[config.mk]
export PLATFORM = sky130hd
export DESIGN_NAME = zwave_uart_rx_fifo
export DESIGN_NICKNAME = d
export VERILOG_FILES = /design/src/rtl/zwave_uart_rx_fifo.sv
export SDC_FILE = /design/constraint.sdc
export NUM_CORES = 1
export LEC_CHECK = 0
export CORE_UTILIZATION = 43
export DETAILED_ROUTE_END_ITERATION = 8
export SKIP_LAST_GASP = 1
export SLEW_MARGIN = 20
export SYNTH_ARGS = -nofsm -noshare
export SYNTH_HDL_FRONTEND = slang
export SYNTH_SLANG_ARGS = --single-unit
[constraint.sdc]
create_clock -name clk -period 3.5 [get_ports clk]
set_clock_uncertainty 0.2 [all_clocks]
set_input_delay 0.7 -clock clk [delete_from_list [all_inputs] [get_ports clk]]
set_output_delay 0.7 -clock clk [all_outputs]
set_load 0.005 [all_outputs]
[src/rtl/zwave_uart_rx_fifo.sv]
// zwave_uart_rx_fifo: Z-Wave UART receive path.
// Oversampled 8N1 deserialiser (LSB first) feeding a show-ahead byte FIFO
// that is drained one byte per bus read.
// Optional build macro: ZWAVE_RX_PARITY_EN selects 8E1 framing with a
// sticky parity_err output; without it the receiver is 8N1 only.
module zwave_uart_rx_fifo #(
  parameter int CLKS_PER_BIT = 432,
  parameter int FIFO_AW      = 4
) (
  input  logic               clk,
  input  logic               resetn,
  input  logic               rxd,
  input  logic               rd_en,
  output logic [7:0]         rd_data,
  output logic               empty,
  output logic               full,
  output logic [FIFO_AW:0]   count,
  output logic               frame_err,
  output logic               overrun,
  input  logic               clr_err,
`ifdef ZWAVE_RX_PARITY_EN
  output logic               parity_err,
`endif
  output logic               irq
);

  localparam int DEPTH = 1 << FIFO_AW;
  localparam logic [15:0]      HALF_BIT = 16'(CLKS_PER_BIT / 2);
  localparam logic [15:0]      FULL_BIT = 16'(CLKS_PER_BIT);
  localparam logic [FIFO_AW:0] CNT_ONE  = (FIFO_AW + 1)'(1);
  localparam logic [FIFO_AW:0] CNT_FULL = (FIFO_AW + 1)'(DEPTH);
  localparam logic [FIFO_AW:0] CNT_ZERO = (FIFO_AW + 1)'(0);
  localparam logic [FIFO_AW-1:0] PTR_ONE = FIFO_AW'(1);

`ifdef ZWAVE_RX_PARITY_EN
  typedef enum logic [2:0] {
    S_IDLE, S_START, S_DATA, S_PARITY, S_STOP, S_WAIT_IDLE
  } state_t;
`else
  typedef enum logic [2:0] {
    S_IDLE, S_START, S_DATA, S_STOP, S_WAIT_IDLE
  } state_t;
`endif

  // Synchroniser and edge-detect history
  logic sync1_r, sync2_r, prev_r;

  // Receiver FSM state
  state_t      state_r, state_n;
  logic [15:0] cnt_r, cnt_n;
  logic [2:0]  idx_r, idx_n;
  logic [7:0]  shift_r, shift_n;
  logic        push_n, ferr_set;
  logic        tc;
  logic        push_r;
  logic [7:0]  push_data_r;
`ifdef ZWAVE_RX_PARITY_EN
  logic        par_bad_r, par_bad_n, perr_set;
  logic        parity_err_r;
`endif

  // FIFO storage and bookkeeping
  logic [7:0]         mem [DEPTH];
  logic [FIFO_AW-1:0] wr_ptr_r, rd_ptr_r;
  logic [FIFO_AW:0]   count_r, count_n;
  logic               do_pop, do_write, ovr_set;
  logic               frame_err_r, overrun_r, irq_r;

  // Two-stage synchroniser on the pad, preset to the idle level, plus one history stage for edge detect
  always_ff @(posedge clk) begin
    if (!resetn) begin
      sync1_r <= 1'b1;
      sync2_r <= 1'b1;
      prev_r  <= 1'b1;
    end else begin
      sync1_r <= rxd;
      sync2_r <= sync1_r;
      prev_r  <= sync2_r;
    end
  end

  // Terminal count: the counter is loaded with the interval and reaches 1 on its last cycle
  assign tc = (cnt_r == 16'd1);

  // Receiver next-state logic: mid-bit sampling driven by the baud counter
  always_comb begin
    state_n  = state_r;
    cnt_n    = (cnt_r != 16'd0) ? (cnt_r - 16'd1) : cnt_r;
    idx_n    = idx_r;
    shift_n  = shift_r;
    push_n   = 1'b0;
    ferr_set = 1'b0;
`ifdef ZWAVE_RX_PARITY_EN
    par_bad_n = par_bad_r;
    perr_set  = 1'b0;
`endif
    case (state_r)
      S_IDLE: begin
        if (prev_r && !sync2_r) begin
          state_n = S_START;
          cnt_n   = HALF_BIT;
`ifdef ZWAVE_RX_PARITY_EN
          par_bad_n = 1'b0;
`endif
        end else begin
          state_n = S_IDLE;
        end
      end
      S_START: begin
        if (tc) begin
          if (!sync2_r) begin
            state_n = S_DATA;
            cnt_n   = FULL_BIT;
            idx_n   = 3'd0;
          end else begin
            // Start bit vanished by mid-bit: treat as a glitch
            state_n = S_IDLE;
          end
        end else begin
          state_n = S_START;
        end
      end
      S_DATA: begin
        if (tc) begin
          shift_n[idx_r] = sync2_r;
          cnt_n          = FULL_BIT;
          if (idx_r == 3'd7) begin
`ifdef ZWAVE_RX_PARITY_EN
            state_n = S_PARITY;
`else
            state_n = S_STOP;
`endif
          end else begin
            idx_n = idx_r + 3'd1;
          end
        end else begin
          state_n = S_DATA;
        end
      end
`ifdef ZWAVE_RX_PARITY_EN
      S_PARITY: begin
        if (tc) begin
          // Even parity: the parity bit must equal the XOR of the data bits
          par_bad_n = (^shift_r) != sync2_r;
          perr_set  = (^shift_r) != sync2_r;
          cnt_n     = FULL_BIT;
          state_n   = S_STOP;
        end else begin
          state_n = S_PARITY;
        end
      end
`endif
      S_STOP: begin
        if (tc) begin
          if (sync2_r) begin
`ifdef ZWAVE_RX_PARITY_EN
            push_n = !par_bad_r;
`else
            push_n = 1'b1;
`endif
            state_n = S_IDLE;
          end else begin
            // Low stop bit: drop the byte and wait out any break condition
            ferr_set = 1'b1;
            state_n  = S_WAIT_IDLE;
          end
        end else begin
          state_n = S_STOP;
        end
      end
      S_WAIT_IDLE: begin
        if (sync2_r) begin
          state_n = S_IDLE;
        end else begin
          state_n = S_WAIT_IDLE;
        end
      end
      default: begin
        state_n = S_IDLE;
      end
    endcase
  end

  // Receiver state registers; the push request lands one cycle after the stop sample
  always_ff @(posedge clk) begin
    if (!resetn) begin
      state_r     <= S_IDLE;
      cnt_r       <= 16'd0;
      idx_r       <= 3'd0;
      shift_r     <= 8'd0;
      push_r      <= 1'b0;
      push_data_r <= 8'd0;
`ifdef ZWAVE_RX_PARITY_EN
      par_bad_r   <= 1'b0;
`endif
    end else begin
      state_r     <= state_n;
      cnt_r       <= cnt_n;
      idx_r       <= idx_n;
      shift_r     <= shift_n;
      push_r      <= push_n;
      push_data_r <= shift_n;
`ifdef ZWAVE_RX_PARITY_EN
      par_bad_r   <= par_bad_n;
`endif
    end
  end

  assign empty = (count_r == CNT_ZERO);
  assign full  = (count_r == CNT_FULL);

  // FIFO control: a pop frees the slot a simultaneous push into a full FIFO needs
  always_comb begin
    do_pop   = rd_en && !empty;
    do_write = push_r && (!full || do_pop);
    ovr_set  = push_r && full && !do_pop;
    if (do_write && !do_pop) begin
      count_n = count_r + CNT_ONE;
    end else if (do_pop && !do_write) begin
      count_n = count_r - CNT_ONE;
    end else begin
      count_n = count_r;
    end
  end

  // FIFO pointers, occupancy and interrupt
  always_ff @(posedge clk) begin
    if (!resetn) begin
      wr_ptr_r <= '0;
      rd_ptr_r <= '0;
      count_r  <= CNT_ZERO;
      irq_r    <= 1'b0;
    end else begin
      if (do_write) begin
        wr_ptr_r <= wr_ptr_r + PTR_ONE;
      end
      if (do_pop) begin
        rd_ptr_r <= rd_ptr_r + PTR_ONE;
      end
      count_r <= count_n;
      irq_r   <= !empty;
    end
  end

  // FIFO data array; contents are only visible while count is non-zero
  always_ff @(posedge clk) begin
    if (do_write) begin
      mem[wr_ptr_r] <= push_data_r;
    end
  end

  // Sticky error flags; a new error in the clearing cycle keeps the flag set
  always_ff @(posedge clk) begin
    if (!resetn) begin
      frame_err_r <= 1'b0;
      overrun_r   <= 1'b0;
`ifdef ZWAVE_RX_PARITY_EN
      parity_err_r <= 1'b0;
`endif
    end else begin
      if (ferr_set) begin
        frame_err_r <= 1'b1;
      end else if (clr_err) begin
        frame_err_r <= 1'b0;
      end
      if (ovr_set) begin
        overrun_r <= 1'b1;
      end else if (clr_err) begin
        overrun_r <= 1'b0;
      end
`ifdef ZWAVE_RX_PARITY_EN
      if (perr_set) begin
        parity_err_r <= 1'b1;
      end else if (clr_err) begin
        parity_err_r <= 1'b0;
      end
`endif
    end
  end

  assign rd_data   = empty ? 8'd0 : mem[rd_ptr_r];
  assign count     = count_r;
  assign frame_err = frame_err_r;
  assign overrun   = overrun_r;
  assign irq       = irq_r;
`ifdef ZWAVE_RX_PARITY_EN
  assign parity_err = parity_err_r;
`endif

endmodule
; Word level (Yosys, flattened, before mapping)
; Memory sizes are Yosys's and may differ from the RTL's. A register that Yosys moved wholly into a read port is not among the register bits.
; Cells that the tools add are included.
[totals]
ff_bits = 50
ramBits = 128
inputBits = 5
out_inout_bits = 18
word_cells = 95
memories = 1
[memory_table]
columns = memory, words, word_bits, read_ports, rd_clocked_by_memory_dff, wr, line
row1 = mem, 16, 8, 1, 1, 1, 63  ; logic [7:0] mem [DEPTH];
[op_classes]
n_addsub = 6
magnitude_cmp = 2
n_eq_ne = 12
n_mux = 36
reduce_logical = 24
[ops]
columns = op, n
row1 = $mux 16, 5
row2 = $pmux 16 s3, 1
row3 = $mux 3, 9
row4 = $eq 16x1->1 const B, 1
row5 = $reduce_bool 16->1, 1
row6 = $sub 16x1->16 const B, 1
row7 = $pmux 3 s5, 1
row8 = $mux 1, 11
row9 = $mux 5, 2
row10 = $add 4x1->4 const B, 2
row11 = $bwmux 8, 1
row12 = $logic_and 1x1->1, 8
row13 = $mux 4, 2
row14 = $mux 8, 1
row15 = $ne 2x2->1 const B, 4
row16 = $reduce_bool 2->1, 4
row17 = $eq 3x2->1 const B, 2
row18 = $eq 3x3->1 const B, 2
row19 = $pmux 3 s2, 1
row20 = $add 5x1->5 const B, 1
row21 = $eq 5x5->1 const B, 1
row22 = $logic_not 1->1, 5
row23 = $logic_not 5->1, 1
row24 = $reduce_and 5->1, 1
row25 = other kinds (12), 12

; Depth between registers and ports, before layout
; Gate-level depths: netlist (run 1).
[depth]
ltp_word = 9
depth_mapped = 11
depth_no_buf = 9

; Least setup slack after synthesis (run 1)
; No wires, ideal clock.
[synth_timing]
path_type = reg-to-reg
startpoint = register count_r[0] (netlist: count[0])
endpoint = register count_r[4] (netlist: count[4])
setup_ns = 0.072
arrival_time_ns = 2.846
required_time_ns = 3.228
path_slack_ns = 0.382
path_stages_with_launch = 11
path_buffers = 1
synth_period_minus_slack_ns = 3.118
cell_sequence = dfxtp_1 -> or4_1 -> clkbuf_1 -> o21ai_0 -> ha_1 -> inv_1 -> fa_1 -> a21o_1 -> a21oi_1 -> mux2i_1 -> mux2i_1
[synth_between]
elab_chain_len = 8
word_cells_on_any_way = 16
classes_between = add/sub: 2 / eq/ne: 1 / mux: 2 / reduce/logical: 11
[synth_lines]
columns = item, line
row1 = "start, declared", 65  ; logic [FIFO_AW:0] count_r, count_n;
row2 = "start signal, assigned", 240  ; count_r <= count_n;
row3 = "parallel branches: the longest is 8 deep, another holds $sub 5x1->5", --
; Several ways; the timed one is not identified. The select of a mux whose other input is x is not followed.
; A chain may end at the register's enable or synchronous reset.

==> summary.md, run 1 <==
| Metric | Value |
|---|---|
| Highest clock rate | `297 MHz` |
| DP HPWL | `10100 microns` |
| Synthesized area | `0.00773 sq mm` |
| Post-synth EDFFs | `128` |
| Slew HR | `0.493` |
| Final cell count without fillers | `811` |
| Die W | `136 microns` |
| Unrepaired setup endpoints after global routing | `no` |
| DRT met1 WL | `7540 microns` |
| Final Max Tran Viols | `0` |
| GR Util All Layers | `0.185` |
| Final setup vio count | `0` |
| Num rows | `48` |
| Share of cells above drive strength 1 | `0.177` |
| Worst-Margin Slew | `0.759 ns` |
| First DRT Iteration DRCs | `410` |
| Mean post-synth cell area | `14.4 sq um` |
| Max-cap violations | `0` |
| Post-synth cell types | `57` |
| Crit share post-route | `0.963` |
| GP Congestion | `0.806` |
| Clock net sink count | `182` |
| Post-Syn Instances | `535` |
| Crit. End Element | `primary output` |
| Via count | `4627` |
| Synth Flop Type | `edfxtp_1` |
| Most frequent cells in the layout | `128 x edfxtp_1, 53 x dfxtp_1, 41 x nor2_1` |
| Critical Path Start Type | `flop` |
| Die area | `0.0185 sq mm` |
| Setup CP Type | `flop to primary output` |
| WL met3 | `538 microns` |
| Initial Util | `0.444` |
| Worst path slowest cell | `mux4_2` |
| Fin worst setup slack | `0.131 ns` |
| Drc violations | `0` |
| Leak | `2.85 nW` |
| Async SR Flop Fraction | `0` |
| Initial antenna violation count | `0` |
| Worst endpoint data arrival time | `2.47 ns` |
| Critical path cell sequence | `buf_12 > mux4_2 > mux2i_2 > o22ai_1 > clkdlybuf4s50_1` |
| Crit path required time | `2.60 ns` |
| IO buf count | `22` |
| CTS tree | `done` |
| Maximum vdd drop | `367 uV` |
| Area Growth Syn to Fin | `15.4%` |
| Setup WS pre-CTS | `0.181 ns` |
| Grt ovf | `0` |
| Clk_lat worst skew | `0.42 ns` |
| Die height | `136 microns` |
| CTS hold repair buffers | `0` |
| Sequential area share after synthesis | `0.637` |
| DRT Pass-1 Iters | `5` |
| First-pass GRT wire length | `25100 microns` |
| Net Count, Synth | `555` |
| Yosys warns | `0` |
| Design area | `0.00892 sq mm` |
| Num CTS Buffers | `17` |
| N_diodes | `0` |
| Root buf cell | `clkbuf_16` |
| Floorplan core area | `0.0174 sq mm` |
| Routed WL per cell | `19.3 microns` |
| Clock Path Buffers | `2` |
| PnR Total Power | `6.14 mW` |
| Vias in the first global route | `4571` |
| Antenna Violating Nets Remaining | `0` |
| Area post-placement | `0.00834 sq mm` |
| IO Pins | `23` |
| Most common cell after layout, fill and taps aside | `edfxtp_1` |
| Critical-path maximum fanout | `18` |
| Uppermost routed layer | `met4` |
| H-tree depth | `4` |
| Hold WC Path Type | `flop to flop` |
| Run status | `complete, no violations` |
| Nets | `594` |
| FF+latch count, synth | `182` |
| Setup TNS Final | `0 ns` |
| Post-Route WL | `15600 microns` |
| Largest net degree at the start of global routing | `30` |
| Via-to-Cell Ratio | `5.71` |
| Met2 wire len | `7380 microns` |
| Dpl cells | `780` |
| Reg clk slew, reported paths | `0.07 ns` |
| Largest stage delay on the critical path | `0.57 ns` |
| Fin crit period | `3.37 ns` |
| PwrDens | `688 mW/mm^2` |
| Final hold viol count | `0` |
==> cells in the mapped netlist, types with 4 or more instances <==
library cell,number,share of area
o31ai_1,5,0.0049
a21oi_1,16,0.010
clkbuf_1,20,0.0097
nor3_1,12,0.0078
a21o_1,4,0.0039
o22ai_1,8,0.0065
edfxtp_1,128,0.50
inv_1,12,0.0058
or3_1,9,0.0073
mux4_2,32,0.093
dfxtp_1,54,0.14
nor4_1,5,0.0040
nor3b_1,6,0.0058
buf_1,4,0.0019
nand3_1,8,0.0052
buf_2,4,0.0026
a211oi_1,8,0.0078
nand2_1,20,0.0097
or4_1,5,0.0049
nand2b_1,9,0.0073
o21ai_0,13,0.0084
xor2_1,6,0.0068
nand4_1,10,0.0081
ha_1,14,0.023
o41ai_1,6,0.0068
nor2_1,42,0.020
mux2i_1,23,0.030
o31a_1,4,0.0045
==> state kept, by name (all words and copies together), names as in the netlist, 3 cells and up, named ones only <==
signal and flops:
cnt_r 16, count 5, idx_r 3, mem 128
push_data_r 8, rd_ptr_r 4, state_r 3, wr_ptr_r 4
==> path summary, 6_finish.rpt <==
path	from	endpoint	slack (ns)	depth (start not counted)
max reg2reg	count[0]$_SDFFE_PN0P_	count[4]$_SDFFE_PN0P_	0.44	9
min reg2reg	sync1_r$_SDFF_PN1_	sync2_r$_SDFF_PN1_	0.21	1
min	sync1_r$_SDFF_PN1_	sync2_r$_SDFF_PN1_	0.21	1
max	flop	rd_data[7]	0.13	5
==> timing repair <==
| action | CTS | global route |
|---|---|---|
| cloned | 0 | 0 |
| endpoints found under the hold margin | 0 | 0 |
| setup buffers | 0 | 0 |
| setup endpoints to repair | 8 | 8 |
| resized for setup | 2 | 3 |
==> per-stage QoR <==
stage	utilization	hold WS, ns
after floorplan	-	0.186
after global placement	0.479	0.198
after detailed placement	0.479	0.199
after CTS	0.511	0.219
after global routing	0.512	0.238
final	0.512	0.215
==> layer usage <==
metal / GRT usage / vias up
met5: 0 / -
met2: 0.287 / 102
met3: 0.0395 / 16
li1: - / 2182
met1: 0.255 / 2327
met4: 0.0642 / 0
==> critical path, delay by kind of cell (launching register included) <==
| family | cells | cell delay (ns) |
|---|---|---|
| AO/OA/AOI/OAI | 1 | 0.11 |
| flip-flops | 1 | 0.45 |
| buffers and inverters | 2 | 0.69 |
| multiplexers | 2 | 0.78 |
==> cell type report <==
class / count / area [sq um]
flip-flops and latches: 182 / 4930
well taps: 225 / 282
fillers: 1484 / 8500
multi-input cells: 312 / 2650
repair buffers: 49 / 448
clock inverters: 12 / 130
inverters: 12 / 45.0
clock buffers: 19 / 433
==> report_power, final <==
part | total, mW | internal, mW | leakage, nW | switching [mW]
Combinational | 1.75 | 0.823 | 1.03 | 0.922
Sequential | 2.56 | 2.39 | 1.56 | 0.170
Clock | 1.83 | 1.05 | 0.265 | 0.783
==> logic make-up after synthesis <==
family | share of synthesized area
AND/OR/NAND/NOR | 0.111
multiplexers | 0.123
flip-flops | 0.637
XOR/XNOR | 0.00907
adder cells (fa/ha/maj) | 0.0253
buffers and inverters | 0.0211
AO/OA/AOI/OAI | 0.0732
Power figures use the tool's default switching activity.
==> inputs of run 2 (changes only) <==
Settings changed: CORE_MARGIN set to 4, CTS_BUF_LIST set to sky130_fd_sc_hd__clkbuf_8 sky130_fd_sc_hd__clkbuf_16, SKIP_CTS_REPAIR_TIMING set to 1.
==> run 2 against run 1 <==
Compared with the run above: clock-buffer cell count shrank 2; register-to-register slack is essentially flat; final cell count is the same; largest power group unchanged; fmax is essentially flat; first-iteration DRC count shrank 12%; largest cell class unchanged; clock power shrank 4%; non-clock buffer count is the same.
==> summary.md, run 2 (same netlist as run 1, synthesis figures left out) <==
| Metric | Value |
|---|---|
| Run status | `complete, no violations` |
| Fin crit period | `3.37 ns (+0.00290 ns)` |
| Worst Hold Path EP | `sync2_r$_SDFF_PN1_` |
| FILL cells | `1469 (-1.0%)` |
| Final setup vio count | `0 (unchanged)` |
| Nets | `594 (unchanged)` |
| Reg power frac | `0.420 (+0.003)` |
| Clock share of power | `0.288 (-0.010)` |
| Worst endpoint data arrival time | `2.47 ns (about the same)` |
| Max-cap violations | `0 (unchanged)` |
| PnR Total Power | `6.06 mW (-1.2%)` |
| Most common cell after layout, fill and taps aside | `edfxtp_1` |
| Area post-placement | `0.00833 sq mm (about the same)` |
| Critical-path maximum fanout | `15 (-3)` |
| R2r endpoint | `count[4]$_SDFFE_PN0P_` |
| Setup TNS Final | `0 ns (unchanged)` |
| Slew HR | `0.548 (+0.0553)` |
| Leak | `2.86 nW (+0.10%)` |
| DRT Pass-1 Iters | `5 (unchanged)` |
| Crit. End Element | `primary output` |
| Hold WC Path Type | `flop to flop` |
| H-tree depth | `4 (unchanged)` |
| Crit share post-route | `0.963 (about the same)` |
| Grt ovf | `0 (unchanged)` |
| Num rows | `48 (unchanged)` |
| Routed WL per cell | `19.3 microns (+0.29%)` |
| Initial antenna violation count | `0 (unchanged)` |
| Maximum vdd drop | `378 uV (+3.0%)` |
| Via-to-Cell Ratio | `5.73 (+0.37%)` |
| CP Buf/Inv Count | `2 (unchanged)` |
| Die area | `0.0202 sq mm (+9.0%)` |
| Design area | `0.00891 sq mm (-0.13%)` |
| Most frequent cells in the layout | `128 x edfxtp_1, 53 x dfxtp_1, 41 x nor2_1` |
| GR Util All Layers | `0.165 (-0.0197)` |
| Root buf cell | `clkbuf_16` |
| Largest Register | `mem` |
| Post-Route WL | `15700 microns (+0.29%)` |
| Max reg flops | `128 (unchanged)` |
| Floorplan core area | `0.0175 sq mm (+0.35%)` |
| Initial Util | `0.442 (-0.00152)` |
| Highest clock rate | `297 MHz (about the same)` |
| Crit path required time | `2.60 ns (about the same)` |
| Critical path cell sequence | `buf_12 > mux4_2 > mux2i_1 > o22ai_1 > clkdlybuf4s50_1` |
| Clock net sink count | `182 (unchanged)` |
| Worst-Margin Slew | `0.672 ns (-0.0875 ns)` |
| Delay-heaviest family, CP | `multiplexers` |
| Die height | `142 microns (+4.4%)` |
| Final Util | `0.510 (-0.00240)` |
| Final hold viol count | `0 (unchanged)` |
| PwrDens | `681 mW/mm^2 (-1.1%)` |
| Int Pwr | `4.19 mW (-1.6%)` |
| Top Registers | `mem (128), cnt_r (16), push_data_r (8)` |
| WHS Path Cells | `1 (unchanged)` |
| Worst r2r src | `count[0]$_SDFFE_PN0P_` |
| N_diodes | `0 (unchanged)` |
| Area Growth Syn to Fin | `15.3%` |
| Worst reg-to-reg path cell count | `9 (unchanged)` |
| Switching share of power | `0.309 (+0.00325)` |
| Final Max Tran Viols | `0 (unchanged)` |
| Drc violations | `0 (unchanged)` |
| Hold path start | `sync1_r$_SDFF_PN1_` |
| First-pass GRT wire length | `25500 microns (+1.7%)` |
| Setup CP Type | `flop to primary output` |
| Share of cells above drive strength 1 | `0.174 (-0.00341)` |
| GP Congestion | `0.819 (+1.5%)` |
| Clk_lat worst skew | `0.42 ns (about the same)` |
| First DRT Iteration DRCs | `359 (-12%)` |
| Largest stage delay on the critical path | `0.54 ns (-0.03 ns)` |
| Unrepaired setup endpoints after global routing | `no` |
| P_sw | `1.87 mW (-0.14%)` |
| Worst path slowest cell | `mux4_2` |
| Largest net degree at the start of global routing | `33 (+10%)` |
| Via count | `4644 (+0.37%)` |
| IO buf count | `22 (unchanged)` |
| Combinational share of power | `0.292 (+0.008)` |
| Num CTS Buffers | `17 (unchanged)` |
| Reg clk slew, reported paths | `0.07 ns (about the same)` |
| Antenna Violating Nets Remaining | `0 (unchanged)` |
| Vias in the first global route | `4732 (+3.5%)` |
| Critical Path Start Type | `flop` |
| Clock Path Buffers | `2 (unchanged)` |
| CTS tree | `done` |
| Die W | `142 microns (+4.4%)` |
| IO Pins | `23 (unchanged)` |
| Worst reg2reg setup slack | `0.43 ns (about the same)` |
| DP HPWL | `10100 microns (-0.62%)` |
[run 2: cell types whose count changed in the layout (fill, tap and decap cells not counted), sizes merged]
| cell | change |
|---|---|
| inv | +3 |
| bufinv | -1 |
| buf | -1 |
| clkbuf | -1 |
[run 2: worst max path at each step]
stage                            end  cells after the start
5_1_grt                   rd_data[7]                      5
6_report                  rd_data[7]                      5
4_1_cts                   rd_data[5]                      5
3_5_place_dp   count[4]$_SDFFE_PN0P_                      9
2_1_floorplan  count[4]$_SDFFE_PN0P_                     10
3_3_place_gp   count[4]$_SDFFE_PN0P_                      9
[run 2: final cells by class]
class / count / area (sq um) / share of cell area
sequential: 182 / 4930 / 0.553
multi-input combinational: 312 / 2650 / 0.297
timing repair buffer: 49 / 465 / 0.0523
clock buffer: 17 / 425 / 0.0478
tap: 225 / 282 / 0.0316
clock inverter: 14 / 115 / 0.0129
inverter: 12 / 45.0 / 0.00506
[run 2: power by group through the flow]
stage,clock network [mW],logic (mW),registers (mW)
after floorplan,0,1.25,2.53
after global placement,0,1.70,2.58
after detailed placement,0,1.74,2.58
after CTS,1.79,1.75,2.54
after global routing,1.88,1.96,2.57
final,1.75,1.77,2.55
[run 2: per-layer routing]
| layer | global-route usage | up-vias | share of wire |
|---|---|---|---|
| met5 | 0 | - | 0 |
| li1 | - | 2184 | - |
| met3 | 0.0326 | 24 | 0.046 |
| met4 | 0.0545 | 0 | 0.017 |
| met2 | 0.262 | 116 | 0.47 |
| met1 | 0.230 | 2320 | 0.47 |
[run 2: per-stage QoR]
stage	instances	hold slack, ns	worst slack [ns]
5_1_grt	811	0.241	0.0134
2_1_floorplan	535	0.186	0.382
3_5_place_dp	779	0.205	0.201
4_1_cts	810	0.223	-0.0794
3_3_place_gp	779	0.190	0.282
6_report	811	0.221	0.128
[run 2: worst register-to-register path, cell delays in order, from the launching register on]
cell,delay [ns]
dfxtp_1,0.38
or4_4,0.63
o21ai_0,0.26
ha_1,0.22
inv_1,0.11
fa_1,0.42
a21o_1,0.18
a21oi_1,0.18
mux2i_1,0.25
mux2i_1,0.19
==> inputs of run 3 (changes only) <==
Settings changed: CTS_CLUSTER_SIZE set to 8.
Clock period 3.5 ns to 4.3 ns, I/O delays scaled along.
==> run 3 against run 2 <==
Compared with the run above: worst setup slack gained 0.25 ns; highest routed layer unchanged; sequential power shrank 19%; utilization shrank 0.70 points; global-route usage shrank 0.29 points; total power shrank 18%; clock power shrank 13%; final cell count shrank 2.1%; sequential cell count is the same.
==> summary.md, run 3 (same netlist as run 1, synthesis figures left out) <==
| Metric | Value |
|---|---|
| Run status | `complete, no violations` |
| Worst Setup EP | `rd_data[6]` |
| Setup CP Type | `flop to primary output` |
| Worst reg-to-reg path cell count | `9 (unchanged)` |
| Most frequent cells in the layout | `128 x edfxtp_1, 53 x dfxtp_1, 42 x nor2_1` |
| Vias in the first global route | `4526 (-4.4%)` |
| Multi-input logic area | `0.00264 sq mm (-0.33%)` |
| H-tree depth | `4 (unchanged)` |
| Root buf cell | `clkbuf_16` |
| Reg power frac | `0.416 (-0.004)` |
| Drc violations | `0 (unchanged)` |
| Die W | `142 microns (unchanged)` |
| Crit path launch | `count[0]$_SDFFE_PN0P_` |
| Clock net sink count | `182 (unchanged)` |
| CTS tree | `done` |
| R2r endpoint | `count[4]$_SDFFE_PN0P_` |
| Slew HR | `0.440 (-0.108)` |
| PnR Total Power | `4.96 mW (-18%)` |
| Max reg flops | `128 (unchanged)` |
| Largest net degree at the start of global routing | `33 (unchanged)` |
| Clock Path Buffers | `2 (unchanged)` |
| Fin crit period | `3.92 ns` |
| Setup WS pre-CTS | `0.665 ns (+0.464 ns)` |
| Fin worst setup slack | `0.379 ns (+0.250 ns)` |
| Worst-Margin Slew | `0.833 ns (+0.161 ns)` |
| PwrDens | `565 mW/mm^2 (-17%)` |
| P_sw | `1.49 mW (-21%)` |
| IO buf count | `22 (unchanged)` |
| FF+latch area | `0.00493 sq mm (unchanged)` |
| Final hold viol count | `0 (unchanged)` |
| Combinational share of power | `0.276 (-0.016)` |
| Final Util | `0.503 (-0.00702)` |
| Post-Route WL | `15400 microns (-2.0%)` |
| Hold Slack | `0.220 ns (-0.000705 ns)` |
| Grt ovf | `0 (unchanged)` |
| Crit share post-route | `0.912` |
| Area post-placement | `0.00819 sq mm (-1.7%)` |
| FILL cells | `1484 (+1.0%)` |
| Largest Register | `mem` |
| IO Pins | `23 (unchanged)` |
| Routed WL per cell | `19.4 microns (about the same)` |
| Highest clock rate | `255 MHz` |
| Final Max Tran Viols | `0 (unchanged)` |
| Reg clk slew, reported paths | `0.07 ns (about the same)` |
| Initial Util | `0.442 (unchanged)` |
| Worst reg2reg setup slack | `0.91 ns (+0.48 ns)` |
| Via-to-Cell Ratio | `5.65 (-1.3%)` |
| First-pass GRT wire length | `24900 microns (-2.2%)` |
| Switching share of power | `0.300 (-0.00906)` |
| Setup TNS Final | `0 ns (unchanged)` |
| Worst endpoint data arrival time | `2.86 ns (+0.39 ns)` |
| Nets | `576 (-3.0%)` |
| Unrepaired setup endpoints after global routing | `no` |
| Worst r2r src | `count[0]$_SDFFE_PN0P_` |
| First DRT Iteration DRCs | `404 (+13%)` |
| Max-cap violations | `0 (unchanged)` |
| Clock share of power | `0.309 (+0.021)` |
| Critical Path Start Type | `flop` |
| Dpl cells | `762 (-2.2%)` |
| Num CTS Buffers | `17 (unchanged)` |
| Design area | `0.00878 sq mm (-1.4%)` |
| Maximum vdd drop | `279 uV (-26%)` |
| Leak | `2.79 nW (-2.2%)` |
| Crit. End Element | `primary output` |
| Area Growth Syn to Fin | `13.7%` |
| Die height | `142 microns (unchanged)` |
| Final setup vio count | `0 (unchanged)` |
| Crit path required time | `3.24 ns (+0.64 ns)` |
| Floorplan core area | `0.0175 sq mm (unchanged)` |
| Most common cell after layout, fill and taps aside | `edfxtp_1` |
| Via count | `4489 (-3.3%)` |
| Critical-path maximum fanout | `9 (-6)` |
| DP HPWL | `9840 microns (-2.3%)` |
| Final cell count without fillers | `794 (-2.1%)` |
| Top Registers | `mem (128), cnt_r (16), push_data_r (8)` |
| Die area | `0.0202 sq mm (unchanged)` |
| N_diodes | `0 (unchanged)` |
| DRT Pass-1 Iters | `4 (-1)` |
| Int Pwr | `3.47 mW (-17%)` |
| Hold WC Path Type | `flop to flop` |
| GP Congestion | `0.811 (-0.88%)` |
| Share of cells above drive strength 1 | `0.144 (-0.0299)` |
| GR Util All Layers | `0.162 (-0.00285)` |
| Hold path start | `sync1_r$_SDFF_PN1_` |
| Antenna Violating Nets Remaining | `0 (unchanged)` |
| Clk_lat worst skew | `0.42 ns (about the same)` |
| Initial antenna violation count | `0 (unchanged)` |
| Num rows | `48 (unchanged)` |
## run 3: changes by cell type in the layout (fill, tap and decap cells not counted), moves of 2 or more
cell,previous run,this run
clkinvlp_4,3,1
clkbuf_8,0,2
inv_6,2,0
inv_1,15,17
buf_4,24,8
## run 3: worst min-delay path by stage
| stage | end | cells after the start | slack (ns) |
|---|---|---|---|
| finish | sync2_r$_SDFF_PN1_ | 1 | 0.22 |
| global route | sync2_r$_SDFF_PN1_ | 1 | 0.26 |
| CTS | sync2_r$_SDFF_PN1_ | 1 | 0.23 |
| detailed placement | sync2_r$_SDFF_PN1_ | 1 | 0.21 |
| global placement | sync2_r$_SDFF_PN1_ | 1 | 0.19 |
| floorplan | sync2_r$_SDFF_PN1_ | 1 | 0.19 |
## run 3: critical path, stage by stage, from the launching register on
cell,delay (ns)
dfxtp_1,0.37
or4_1,0.71
o21ai_1,0.70
o22ai_1,0.19
clkdlybuf4s50_1,0.48
## run 3: routing by layer
layer | vias to the layer above | share of wire | global-route usage
li1 | 2144 | - | -
met1 | 2229 | 0.47 | 0.234
met2 | 104 | 0.47 | 0.247
met3 | 12 | 0.048 | 0.0319
met4 | 0 | 0.013 | 0.0545
met5 | - | 0 | 0
## run 3: area by class of cell
class	instances	share of cell area
Clock buffer	20	0.0544
Clock inverter	12	0.0130
Inverter	12	0.00513
Multi-Input combinational cell	312	0.300
Sequential cell	182	0.561
Tap cell	225	0.0321
Timing Repair Buffer	31	0.0342
## run 3: power groups by stage
stage	clock [mW]	combinational (mW)	sequential, mW
floorplan	0	1.02	2.06
global placement	0	1.35	2.09
detailed placement	0	1.37	2.10
CTS	1.57	1.38	2.06
global route	1.63	1.52	2.08
finish	1.53	1.37	2.06
